[config.mk]
export PLATFORM = sky130hd
export DESIGN_NAME = cpu_sequencer
export DESIGN_NICKNAME = d
export VERILOG_FILES = /design/src/rtl/cpu_sequencer.sv
export SDC_FILE = /design/constraint.sdc
export NUM_CORES = 1
export LEC_CHECK = 0
export ABC_AREA = 0
export CORE_AREA = 4 4 101 103
export CTS_CLUSTER_SIZE = 30
export DETAILED_ROUTE_END_ITERATION = 10
export DIE_AREA = 0 0 105 107
export PLACE_DENSITY = 0.59
export SYNTH_ARGS = -nofsm -noshare
export SYNTH_HDL_FRONTEND = slang
export SYNTH_SLANG_ARGS = --single-unit
[constraint.sdc]
create_clock -name i_CLK -period 2.7 [get_ports i_CLK]
set_clock_uncertainty 0.1 [all_clocks]
set_input_delay 0.81 -clock i_CLK [delete_from_list [all_inputs] [get_ports i_CLK]]
set_output_delay 0.81 -clock i_CLK [all_outputs]
set_load 0.005 [all_outputs]
[src/rtl/cpu_sequencer.sv]
// -----------------------------------------------------------------------------
// cpu_sequencer
//   Multi-cycle control FSM for the 16-bit CPU datapath. It fetches a word from
//   instruction memory over a req/ack handshake and holds it in the instruction
//   register that feeds the decoder. It then issues one-cycle strobes to the
//   ALU, register file and display, using the decoder's write-back and show
//   flags. It owns the PC, the sticky halt and fault status and the
//   retired-instruction counter.
//
//   Optional feature: define SEQ_SINGLE_STEP_EN to add i_Step. With i_Run low,
//   a rising edge on i_Step runs exactly one instruction from IDLE.
//
// Ports
//   i_CLK, i_RST_N   clock (rising edge), asynchronous active-low reset
//   i_Run            level; 1 = execute continuously
//   i_Step           (SEQ_SINGLE_STEP_EN only) single-step request, edge detected
//   o_IMemReq        fetch request, high for the whole FETCH state
//   o_PC             fetch address
//   i_IMemAck        instruction memory data valid (honoured only in FETCH)
//   i_IMemData       instruction word
//   o_IR             latched instruction, drives the decoder
//   i_WriteBack      decoder flag: instruction writes a register
//   i_ShowR1         decoder flag: instruction displays R1
//   o_ALUEn          ALU result-capture strobe
//   o_RegWE          register file write strobe
//   o_ShowStrobe     display latch strobe
//   o_Retire         one-cycle pulse per completed instruction
//   o_InstrCount     retired-instruction counter (wraps)
//   o_Halted         sticky halt status
//   o_Fault          sticky fetch-timeout status
//   o_State          current state encoding, for debug
// -----------------------------------------------------------------------------
module cpu_sequencer #(
   parameter int          PC_WIDTH      = 8,
   parameter int          FETCH_TIMEOUT = 16,
   parameter logic [15:0] HALT_INSTR    = 16'hFFFF
) (
   input  logic                i_CLK,
   input  logic                i_RST_N,
   input  logic                i_Run,
`ifdef SEQ_SINGLE_STEP_EN
   input  logic                i_Step,
`endif
   output logic                o_IMemReq,
   output logic [PC_WIDTH-1:0] o_PC,
   input  logic                i_IMemAck,
   input  logic [15:0]         i_IMemData,
   output logic [15:0]         o_IR,
   input  logic                i_WriteBack,
   input  logic                i_ShowR1,
   output logic                o_ALUEn,
   output logic                o_RegWE,
   output logic                o_ShowStrobe,
   output logic                o_Retire,
   output logic [15:0]         o_InstrCount,
   output logic                o_Halted,
   output logic                o_Fault,
   output logic [2:0]          o_State
);

   typedef enum logic [2:0] {
      S_IDLE   = 3'd0,
      S_FETCH  = 3'd1,
      S_DECODE = 3'd2,
      S_EXEC   = 3'd3,
      S_WB     = 3'd4,
      S_SHOW   = 3'd5,
      S_HALT   = 3'd6,
      S_FAULT  = 3'd7
   } state_t;

   // Last FETCH cycle index before giving up (counter starts at 0).
   localparam logic [7:0] TMO_LAST = 8'(FETCH_TIMEOUT - 1);

   state_t     state;
   logic [7:0] tmo_cnt;
   logic       start;
   logic       retire_now;

`ifdef SEQ_SINGLE_STEP_EN
   logic step_q;
   // A step edge only matters in IDLE; elsewhere the IDLE branch is not taken.
   assign start = i_Run | (i_Step & ~step_q);
`else
   assign start = i_Run;
`endif

   // Final state of an instruction: nothing further is owed after this cycle.
   assign retire_now = ((state == S_EXEC) && !i_WriteBack && !i_ShowR1) ||
                       ((state == S_WB)   && !i_ShowR1) ||
                       (state == S_SHOW);

   assign o_State = state;

   // NOTE: every register here is state, so all assignments are non-blocking;
   // a blocking write would let later statements see the new value this cycle.
   always_ff @(posedge i_CLK or negedge i_RST_N) begin
      if (!i_RST_N) begin
         state        <= S_IDLE;
         tmo_cnt      <= '0;
         o_IMemReq    <= 1'b0;
         o_PC         <= '0;
         o_IR         <= '0;
         o_ALUEn      <= 1'b0;
         o_RegWE      <= 1'b0;
         o_ShowStrobe <= 1'b0;
         o_Retire     <= 1'b0;
         o_InstrCount <= '0;
         o_Halted     <= 1'b0;
         o_Fault      <= 1'b0;
`ifdef SEQ_SINGLE_STEP_EN
         step_q       <= 1'b0;
`endif
      end else begin
`ifdef SEQ_SINGLE_STEP_EN
         step_q <= i_Step;
`endif
         // NOTE: pulse outputs default low each cycle and are raised only on
         // entry to the state that owns them, which keeps them one cycle wide.
         o_ALUEn      <= 1'b0;
         o_RegWE      <= 1'b0;
         o_ShowStrobe <= 1'b0;
         o_Retire     <= 1'b0;

         case (state)
            S_IDLE: begin
               if (start) begin
                  state     <= S_FETCH;
                  o_IMemReq <= 1'b1;
                  tmo_cnt   <= '0;
               end
            end
            S_FETCH: begin
               if (i_IMemAck) begin
                  o_IR      <= i_IMemData;
                  o_PC      <= o_PC + PC_WIDTH'(1);
                  tmo_cnt   <= '0;
                  o_IMemReq <= 1'b0;
                  state     <= S_DECODE;
               end else if (tmo_cnt == TMO_LAST) begin
                  o_IMemReq <= 1'b0;
                  o_Fault   <= 1'b1;
                  state     <= S_FAULT;
               end else begin
                  tmo_cnt <= tmo_cnt + 8'd1;
               end
            end
            S_DECODE: begin
               if (o_IR == HALT_INSTR) begin
                  o_Halted <= 1'b1;
                  state    <= S_HALT;
               end else begin
                  o_ALUEn <= 1'b1;
                  state   <= S_EXEC;
               end
            end
            S_EXEC: begin
               if (i_WriteBack) begin
                  o_RegWE <= 1'b1;
                  state   <= S_WB;
               end else if (i_ShowR1) begin
                  o_ShowStrobe <= 1'b1;
                  state        <= S_SHOW;
               end
            end
            S_WB: begin
               if (i_ShowR1) begin
                  o_ShowStrobe <= 1'b1;
                  state        <= S_SHOW;
               end
            end
            S_SHOW:  ;
            S_HALT:  ;
            S_FAULT: ;
            default: state <= S_IDLE;
         endcase

         // Retire overrides the per-state next-state choice above.
         if (retire_now) begin
            o_Retire     <= 1'b1;
            o_InstrCount <= o_InstrCount + 16'd1;
            o_IMemReq    <= i_Run;
            tmo_cnt      <= '0;
            state        <= i_Run ? S_FETCH : S_IDLE;
         end
      end
   end

endmodule

==> results of run 1 <==
==> metal layers <==
metal / share of wire [%] / up-vias / GRT usage (%)
li1: - / 1052 / -
met2: 47 / 58 / 17.9
met3: 5.2 / 0 / 4.46
met4: 0 / 0 / 3.09
met5: 0 / - / 0
met1: 48 / 1041 / 16.0
==> layout make-up <==
| class | count | area, um^2 |
|---|---|---|
| clock inverters | 6 | 57.6 |
| repair buffers | 84 | 816 |
| fillers | 911 | 5370 |
| inverters | 7 | 27.5 |
| multi-input cells | 166 | 1210 |
| clock buffers | 10 | 128 |
| well taps | 111 | 139 |
| flip-flops and latches | 58 | 1450 |
==> synth_stat cells (2+ instances only) <==
library cell / instances
dfrtp_1: 58
mux2_1: 16
nand2_1: 15
xnor2_1: 15
a21oi_1: 11
nand4_1: 11
xor2_1: 9
and3_1: 8
nand3_1: 8
nor2_1: 7
inv_1: 6
nor3_2: 6
nor4_1: 6
and4_1: 4
buf_2: 4
clkbuf_1: 4
nor2b_1: 4
o21ai_0: 4
o21ai_1: 4
a31oi_1: 3
ha_1: 3
nor3_1: 3
o31ai_1: 3
buf_6: 2
nand2b_1: 2
o22ai_1: 2
o41ai_1: 2
or4b_1: 2
==> logic make-up (layout without fill, tap and decap cells) <==
family	Yosys count	count (layout)	share of synthesized area (%)
compound gates	37	37	8.53
xor+xnor	24	24	7.66
fa+ha+maj	3	3	1.37
buf+inv	17	107	3.10
flops	58	58	52.9
mux	18	18	7.34
simple gates	84	84	19.1
==> flip-flops by register name, summed over array words and instances, names as in the netlist, 3 cells and up <==
register	flops
o_IR	16
o_InstrCount	16
o_PC	8
o_State	3
tmo_cnt	8
==> metrics by stage <==
step / util [%] / setup TNS, ns / setup WS (ns)
2_1_floorplan: - / 0 / 0.428
3_3_place_gp: 39.6 / -0.0799 / -0.0225
3_5_place_dp: 39.6 / -0.170 / -0.0435
4_1_cts: 41.6 / 0 / 0.247
5_1_grt: 41.6 / 0 / 0.178
6_report: 41.6 / 0 / 0.280
==> power by group through the flow <==
stage          logic, W  clock network (W)  registers, W
3_3_place_gp    0.00148                  0       0.00144
5_1_grt         0.00162           0.000833       0.00148
4_1_cts         0.00150           0.000792       0.00143
2_1_floorplan  0.000739                  0       0.00139
6_report        0.00147           0.000753       0.00143
3_5_place_dp    0.00149                  0       0.00145
==> worst min-delay path by stage <==
stage          startpoint               end  depth (start not counted)
2_1_floorplan    o_Halted          o_Halted                          1
3_3_place_gp     o_Halted          o_Halted                          1
3_5_place_dp     o_Halted          o_Halted                          1
4_1_cts           i_RST_N  o_InstrCount[15]                          1
5_1_grt           i_RST_N  o_InstrCount[15]                          1
6_report          i_RST_N  o_InstrCount[15]                          1
==> cell usage in the layout (no fill, tap or decap), types with 3 or more instances in the layout <==
| master | Yosys | final |
|---|---|---|
| xor2_1 | 9 | 9 |
| a21oi_1 | 11 | 11 |
| and4_1 | 4 | 4 |
| and3_1 | 8 | 8 |
| o31ai_1 | 3 | 3 |
| nor2b_1 | 4 | 4 |
| mux2_1 | 16 | 16 |
| clkbuf_8 | 0 | 9 |
| inv_1 | 6 | 6 |
| o21ai_0 | 4 | 4 |
| dfrtp_1 | 58 | 58 |
| clkinv_2 | 1 | 5 |
| nor2_1 | 7 | 7 |
| nand3_1 | 8 | 8 |
| xnor2_1 | 15 | 15 |
| buf_4 | 0 | 12 |
| ha_1 | 3 | 3 |
| nor4_1 | 6 | 6 |
| clkdlybuf4s50_1 | 0 | 70 |
| nand2_1 | 15 | 15 |
| nor3_2 | 6 | 6 |
| a31oi_1 | 3 | 3 |
| o21ai_1 | 4 | 4 |
| nand4_1 | 11 | 11 |
| nor3_1 | 3 | 3 |
==> key figures, run 1 <==
Outcome
  • Status: finished clean

Power
  • Worst VDD drop: 0.000308 V
  • Pwr per Cell Area: 954 mW/mm^2
  • Clock network fraction of design power: 20.6%
  • Switch Pwr: 0.00123 W
  • Total Power: 0.00365 W
  • Cell internal pwr: 0.00242 W
  • Lkg Pwr: 1.56 nW
  • Sw frac: 33.7%
  • Combinational share of power: 40.3%
  • Flop pwr share: 39.1%

Clocking
  • H-tree depth: 3
  • Clock Latency Late Sink: 0.33 ns
  • # hold bufs at CTS: 0
  • Post-CTS Setup Repair Bufs: 0
  • CTS max path bufs: 2
  • CTS tree: done
  • Inserted Clock Buffers: 9
  • CTS resizes: 0
  • # clock sinks: 58
  • Clock-pin slew on the worst setup and hold paths: 0.07 ns
  • Clk root buf: clkbuf_8

Setup path
  • CP Depth: 1
  • Critical path endpoint category: output port
  • Worst path cell trace: clkdlybuf4s50_1
  • WP data arrival: 1.51 ns
  • CP Max Fanout: 15
  • WP buf/inv: 1
  • Worst Setup EP: o_State[0]
  • Worst setup startpoint: o_State[0]
  • FF-to-FF setup slack: 0.61 ns
  • CP max stage cell: dfrtp_1
  • FF-to-FF path depth: 5
  • Reg-to-reg startpoint: o_State[1]
  • CP top delay family: flip-flops
  • Max incr delay on CP: 0.60 ns
  • Type of origin of the critical path: flip-flop
  • R2r endpoint: tmo_cnt[7]
  • WP data required: 1.79 ns
  • Setup CP Type: flip-flop to output port

Synthesis
  • Ys Warns: 0
  • Synth Register Bits: 58
  • Largest cells by area after synthesis: dfrtp_1 (53%), mux2_1 (6.6%), xnor2_1 (4.8%), xor2_1 (2.9%), nand4_1 (2.5%)
  • Syn nets: 266
  • Mean Syn Cell Area: 11.4 um^2
  • Cell Area, Synth: 0.00274 mm^2
  • Synth Instances: 241
  • Main synth FF type: dfrtp_1
  • Synth async-reset ratio: 100%
  • Synth area leader: dfrtp_1
  • Synth top area share: 52.9%
  • Register area share after synthesis: 52.9%
  • EDFF count, synth: 0
  • Netlist cell types: 47

Die
  • CORE AREA: 0.00920 mm^2
  • Die area: 0.0112 mm^2
  • Die height: 107 um
  • Starting Density: 29.8%
  • Row count: 35
  • I/O pin cnt: 72
  • Die width: 105 um

Layout
  • Layout area overhead: 39.4%
  • Cell area after layout: 0.00383 mm^2
  • Share of layout cells above drive strength 1: 12.7%
  • Final #Nets: 351
  • Fin cells: 442
  • Antenna diodes: 0

Global routing
  • Overall Global Routing Usage: 11.8%
  • Antenna violations before repair: 0
  • Number of global-route vias before repair: 2083
  • Pin count of the biggest net entering global routing: 23
  • Gr ovfl total: 0
  • First-pass GRT wire length: 10700 um

Placement
  • Hpwl dp: 4780 um
  • Placed Cells incl. Taps: 426
  • IO buf count: 71
  • GP Congestion: 0.763
  • Post-DP Area: 0.00364 mm^2

STA
  • RSZ-0062 raised after global routing: false
  • Worst-Margin Slew: 0.532 ns
  • Hold slack: 0.358 ns
  • Tmin final: 2.42 ns
  • Final hold viol count: 0
  • Period utilization: 89.6%
  • Endpoints failing setup: 0
  • Slew Limit Fails: 0
  • Fmax: 0.413 GHz
  • Worst slew margin: 64.2%

Route
  • Routed wire length: 6360 um
  • Drt wl/cell: 14.4 um
  • Iteration-0 DRC Markers: 75
  • DRC viols: 0
  • Vias after detailed routing: 2151
  • Antenna Nets Post-Route: 0
  • Via density: 4.87
  • 1st-pass router iterations: 6

Flow run
  • Max cap viols: 0

Min path
  • HP Class: primary input to async pin
(Power assumes the default switching activity.)
==> run 2: changes to the inputs <==
Settings changed: CTS_CLUSTER_DIAMETER set to 60.
Clock period 2.7 ns to 2.3 ns, I/O delays scaled along.
==> key figures, run 2 (same netlist as run 1, synthesis figures left out) <==
Route
  • Routed wire length: 6580 um (+3.6%)
  • Antenna Nets Post-Route: 0 (unchanged)
  • Iteration-0 DRC Markers: 46 (-39%)
  • Met3 wire len: 291 um (-12%)
  • DRC viols: 0 (unchanged)
  • Via density: 4.92 (+1.1%)
  • Met2 WL post-DR: 3080 um (+2.7%)
  • Vias after detailed routing: 2194 (+2.0%)
  • 1st-pass router iterations: 4 (-2)
  • Max layer used: met4
  • DRT met1 WL: 3090 um (+2.0%)
  • Drt wl/cell: 14.8 um (+2.6%)

STA
  • Worst slew margin: 61.0% (-3.3 points)
  • Slew Limit Fails: 0 (unchanged)
  • Period utilization: 97.8%
  • Setup ws final: 0.0510 ns (-0.229 ns)
  • Worst-Margin Slew: 0.580 ns (+0.0486 ns)
  • Endpoints failing setup: 0 (unchanged)
  • Final total negative setup slack: 0 ns (unchanged)
  • Tmin final: 2.25 ns
  • Final hold viol count: 0 (unchanged)
  • Fmax: 0.445 GHz

Clocking
  • # clock sinks: 58 (unchanged)
  • H-tree depth: 3 (unchanged)
  • CTS tree: done
  • # hold bufs at CTS: 0 (unchanged)
  • CTS max path bufs: 2 (unchanged)
  • Clock-pin slew on the worst setup and hold paths: 0.07 ns (about the same)
  • Clk root buf: clkbuf_8
  • Inserted Clock Buffers: 9 (unchanged)
  • Clock Latency Late Sink: 0.33 ns (about the same)

Power
  • Total Power: 0.00469 W (+29%)
  • Pwr per Cell Area: 1180 mW/mm^2 (+24%)
  • Worst VDD drop: 0.000416 V (+35%)
  • Lkg Pwr: 1.65 nW (+5.5%)

Setup path
  • WP data arrival: 2.41 ns (+0.90 ns)
  • Type of origin of the critical path: primary input
  • Max incr delay on CP: 0.50 ns (-0.10 ns)
  • CP max stage cell: or4b_4
  • WP data required: 2.46 ns (+0.67 ns)
  • Worst path cell trace: clkdlybuf4s50_1 -> or4b_4 -> o211a_4 -> buf_12 -> nor3_2 -> xor2_1
  • CP Max Fanout: 9 (-6)
  • CP top delay family: simple AND/OR/NAND/NOR gates
  • FF-to-FF path depth: 5 (unchanged)
  • WP buf/inv: 2 (+1)
  • FF-to-FF setup slack: 0.35 ns (-0.26 ns)
  • Critical path endpoint category: flip-flop
  • CP Depth: 6 (+5)
  • Setup CP Type: primary input to flip-flop

Placement
  • GP Congestion: 0.773 (+1.3%)
  • Post-Place Worst Slack: -0.302 ns (-0.259 ns)
  • IO buf count: 71 (unchanged)
  • Hpwl dp: 4720 um (-1.3%)
  • Placed Cells incl. Taps: 430 (+0.94%)

Die
  • Die width: 105 um (unchanged)
  • CORE AREA: 0.00920 mm^2 (unchanged)
  • Starting Density: 29.8% (unchanged)
  • I/O pin cnt: 72 (unchanged)
  • Row count: 35 (unchanged)
  • Die height: 107 um (unchanged)
  • Die area: 0.0112 mm^2 (unchanged)

Layout
  • Largest regs: o_IR (16), o_InstrCount (16)
  • Most common cell after layout, fill and taps aside: clkdlybuf4s50_1
  • FILL cells: 905 (-0.66%)
  • Most frequent cells in the layout: clkdlybuf4s50_1 (69), dfrtp_1 (56), mux2_1 (16)
  • Final #Nets: 355 (+1.1%)
  • Fin cells: 446 (+0.90%)
  • Antenna diodes: 0 (unchanged)
  • Multi-input logic area: 0.00123 mm^2 (+1.6%)
  • FF+latch area: 0.00145 mm^2 (+0.17%)
  • Share of layout cells above drive strength 1: 15.2% (+2.5 points)
  • Layout area overhead: 44.7%
  • Util after Layout: 43.2% (+1.6 points)

Global routing
  • Antenna violations before repair: 0 (unchanged)
  • Gr ovfl total: 0 (unchanged)
  • Overall Global Routing Usage: 12.0% (+0.13 points)
  • Number of global-route vias before repair: 2126 (+2.1%)
  • Pin count of the biggest net entering global routing: 59 (+160%)
  • First-pass GRT wire length: 10800 um (+0.90%)

Flow run
  • Max cap viols: 0 (unchanged)

Outcome
  • Status: finished clean

Min path
  • HP Class: primary input to async pin
[run 2: cell types whose count changed in the layout (fill, tap and decap cells not counted), sizes merged]
cell,previous run,this run
buf,14,18
bufinv,1,3
clkinv,5,3
clkbuf,10,11
clkdlybuf4s50,70,69
clkinvlp,1,0
dlymetal6s2s,0,1
[run 2: metrics by stage]
step / instance area [um^2] / hold slack, ns
after CTS: 3950 / 0.256
after global routing: 3970 / 0.283
final: 3970 / 0.247
after floorplan: 2740 / 0.294
after detailed placement: 3700 / 0.346
after global placement: 3700 / 0.345
[run 2: final timing paths]
kind                             start               end
hold reg to reg               o_Halted          o_Halted
setup / recovery           i_WriteBack  o_InstrCount[15]
hold / removal                 i_RST_N          o_Retire
setup reg to reg            o_State[2]  o_InstrCount[15]
max in group asynchronous      i_RST_N        o_State[0]
min in group i_CLK            o_Halted          o_Halted
[run 2: routing by layer]
layer  global-route usage, %  up-vias
li1                        -     1057
met1                    15.8     1078
met2                    18.4       48
met3                    3.07       11
met4                    5.44        0
met5                       0        -
[run 2: final cells by class]
type,count,area share [%]
Sequential cell,58,36.6
Multi-Input combinational cell,166,30.9
Timing Repair Buffer,88,22.0
Clock buffer,11,3.81
Tap cell,111,3.50
Clock inverter,5,2.52
Inverter,7,0.693
[run 2: power by group]
group | total (W) | switching [W] | internal (W)
clock network | 0.00120 | 0.000421 | 0.000775
registers | 0.00168 | 0.000333 | 0.00135
logic | 0.00182 | 0.000756 | 0.00106
total | 0.00469 | 0.00151 | 0.00318
[run 2: timing repair]
item / CTS / global route
resized for setup: 1 / 6
pin swaps: 0 / 2
buffers inserted: 0 / 0
endpoints found under the setup margin: 1 / 10
endpoints found under the hold margin: 0 / 0
==> run 3: changes to the inputs <==
Clock period 2.3 ns to 2.55 ns, I/O delays scaled along.
==> key figures, run 3 (same netlist as run 1, synthesis figures left out) <==
Outcome
  • Status: finished clean

Setup path
  • Max incr delay on CP: 0.50 ns (about the same)
  • WP data required: 2.70 ns (+0.24 ns)
  • CP max stage cell: or4b_1
  • Setup CP Type: primary input to flip-flop
  • WP data arrival: 2.53 ns (+0.12 ns)
  • FF-to-FF path depth: 5 (unchanged)
  • Type of origin of the critical path: primary input
  • Critical path endpoint category: flip-flop
  • CP Max Fanout: 5 (-4)
  • Worst path cell trace: clkdlybuf4s50_1 -> or4b_1 -> o211a_1 -> buf_4 -> nor3_2 -> xor2_1

Clocking
  • Clk root buf: clkbuf_8
  • CTS tree: done
  • CTS resizes: 0 (-1)
  • H-tree depth: 3 (unchanged)
  • # clock sinks: 58 (unchanged)
  • Post-CTS Setup Repair Bufs: 0 (unchanged)
  • Inserted Clock Buffers: 9 (unchanged)
  • # hold bufs at CTS: 0 (unchanged)
  • Clock Latency Late Sink: 0.32 ns (about the same)
  • CTS max path bufs: 2 (unchanged)
  • Clock-pin slew on the worst setup and hold paths: 0.07 ns (about the same)

STA
  • Setup ws final: 0.170 ns (+0.119 ns)
  • Period utilization: 93.3%
  • Final total negative setup slack: 0 ns (unchanged)
  • Worst slew margin: 65.2% (+4.3 points)
  • Tmin final: 2.38 ns
  • Endpoints failing setup: 0 (unchanged)
  • Worst-Margin Slew: 0.517 ns (-0.0633 ns)
  • Slew Limit Fails: 0 (unchanged)
  • Fmax: 0.420 GHz
  • RSZ-0062 raised after global routing: false
  • Final hold viol count: 0 (unchanged)

Layout
  • Share of layout cells above drive strength 1: 13.7% (-1.5 points)
  • Layout area overhead: 42.2%
  • Most common cell after layout, fill and taps aside: clkdlybuf4s50_1
  • Most frequent cells in the layout: clkdlybuf4s50_1 (70), dfrtp_1 (58), mux2_1 (16)
  • Fin cells: 446 (unchanged)
  • Cell area after layout: 0.00390 mm^2 (-1.7%)
  • Final #Nets: 355 (unchanged)
  • Antenna diodes: 0 (unchanged)
  • Largest regs: o_IR (16), o_InstrCount (16)
  • Util after Layout: 42.4% (-0.75 points)

Min path
  • HP Class: primary input to async pin

Placement
  • Placed Cells incl. Taps: 430 (unchanged)
  • Post-DP Area: 0.00368 mm^2 (-0.34%)
  • Hpwl dp: 4690 um (-0.55%)
  • GP Congestion: 0.786 (+1.6%)
  • IO buf count: 71 (unchanged)
  • Post-Place Worst Slack: -0.176 ns (+0.126 ns)

Power
  • Worst VDD drop: 0.000476 V (+14%)
  • Lkg Pwr: 1.60 nW (-2.9%)
  • Pwr per Cell Area: 1040 mW/mm^2 (-12%)

Flow run
  • Max cap viols: 0 (unchanged)

Die
  • Row count: 35 (unchanged)
  • Die area: 0.0112 mm^2 (unchanged)
  • I/O pin cnt: 72 (unchanged)
  • CORE AREA: 0.00920 mm^2 (unchanged)
  • Die height: 107 um (unchanged)
  • Die width: 105 um (unchanged)
  • Starting Density: 29.8% (unchanged)

Global routing
  • Global routing usage on met3: 4.46% (+1.4 points)
  • Number of global-route vias before repair: 2037 (-4.2%)
  • Met2 usage: 17.7% (-0.69 points)
  • Gr ovfl total: 0 (unchanged)
  • Pin count of the biggest net entering global routing: 59 (unchanged)
  • Overall Global Routing Usage: 11.8% (-0.21 points)
  • Antenna violations before repair: 0 (unchanged)
  • Most Crowded Layer GR: met2
  • Met1 Use GR: 16.1% (+0.26 points)
  • First-pass GRT wire length: 10600 um (-1.7%)

Route
  • Antenna Nets Post-Route: 0 (unchanged)
  • Routed wire length: 6510 um (-1.2%)
  • Via density: 4.81 (-2.2%)
  • Iteration-0 DRC Markers: 64 (+39%)
  • Drt wl/cell: 14.6 um (-1.2%)
  • Vias after detailed routing: 2146 (-2.2%)
  • 1st-pass router iterations: 4 (unchanged)
  • DRC viols: 0 (unchanged)
-- run 3: cell count changes in the layout (fill, tap and decap cells not counted), sizes merged --
| cell | before | now |
|---|---|---|
| bufinv | 3 | 2 |
| clkdlybuf4s50 | 69 | 70 |
| clkinvlp | 0 | 1 |
| dlymetal6s2s | 1 | 0 |
-- run 3: final cells by class --
| class | instances | area [um^2] |
|---|---|---|
| multi-input cells | 166 | 1210 |
| clock inverters | 5 | 77.6 |
| flip-flops and latches | 58 | 1450 |
| well taps | 111 | 139 |
| repair buffers | 88 | 858 |
| clock buffers | 11 | 141 |
| inverters | 7 | 27.5 |
| fillers | 892 | 5290 |
-- run 3: path summary, 6_finish.rpt --
| check | from | endpoint | slack, ns |
|---|---|---|---|
| worst min register to register | o_Halted | o_Halted | 0.36 |
| min in group i_CLK | o_Halted | o_Halted | 0.36 |
| worst min-delay path | i_RST_N | o_InstrCount[6] | 0.33 |
| max in group asynchronous | i_RST_N | o_IR[13] | 1.75 |
| worst max-delay path | i_ShowR1 | o_InstrCount[5] | 0.17 |
| worst max register to register | o_State[2] | o_InstrCount[5] | 0.55 |
-- run 3: routing by layer --
| metal | wire [um] | vias up |
|---|---|---|
| met1 | 3060 | 1025 |
| met4 | 52 | 0 |
| li1 | - | 1055 |
| met5 | 0 | - |
| met2 | 3040 | 59 |
| met3 | 355 | 7 |
-- run 3: power by group --
group | total [W] | internal, W | switching, W
logic | 0.00162 | 0.000938 | 0.000686
registers | 0.00149 | 0.00121 | 0.000280
clock network | 0.000937 | 0.000574 | 0.000364
total | 0.00405 | 0.00272 | 0.00133
-- run 3: worst max-delay path: cells and delay by family --
| kind | cells | cell delay (ns) |
|---|---|---|
| compound gates | 1 | 0.29 |
| xor+xnor | 1 | 0.17 |
| buf+inv | 2 | 0.61 |
| simple gates | 2 | 0.69 |
-- run 3: stage by stage --
| stage | power, W | hold WS (ns) |
|---|---|---|
| 2_1_floorplan | 0.00225 | 0.351 |
| 3_3_place_gp | 0.00313 | 0.342 |
| 3_5_place_dp | 0.00316 | 0.350 |
| 4_1_cts | 0.00413 | 0.339 |
| 5_1_grt | 0.00433 | 0.349 |
| 6_report | 0.00405 | 0.331 |
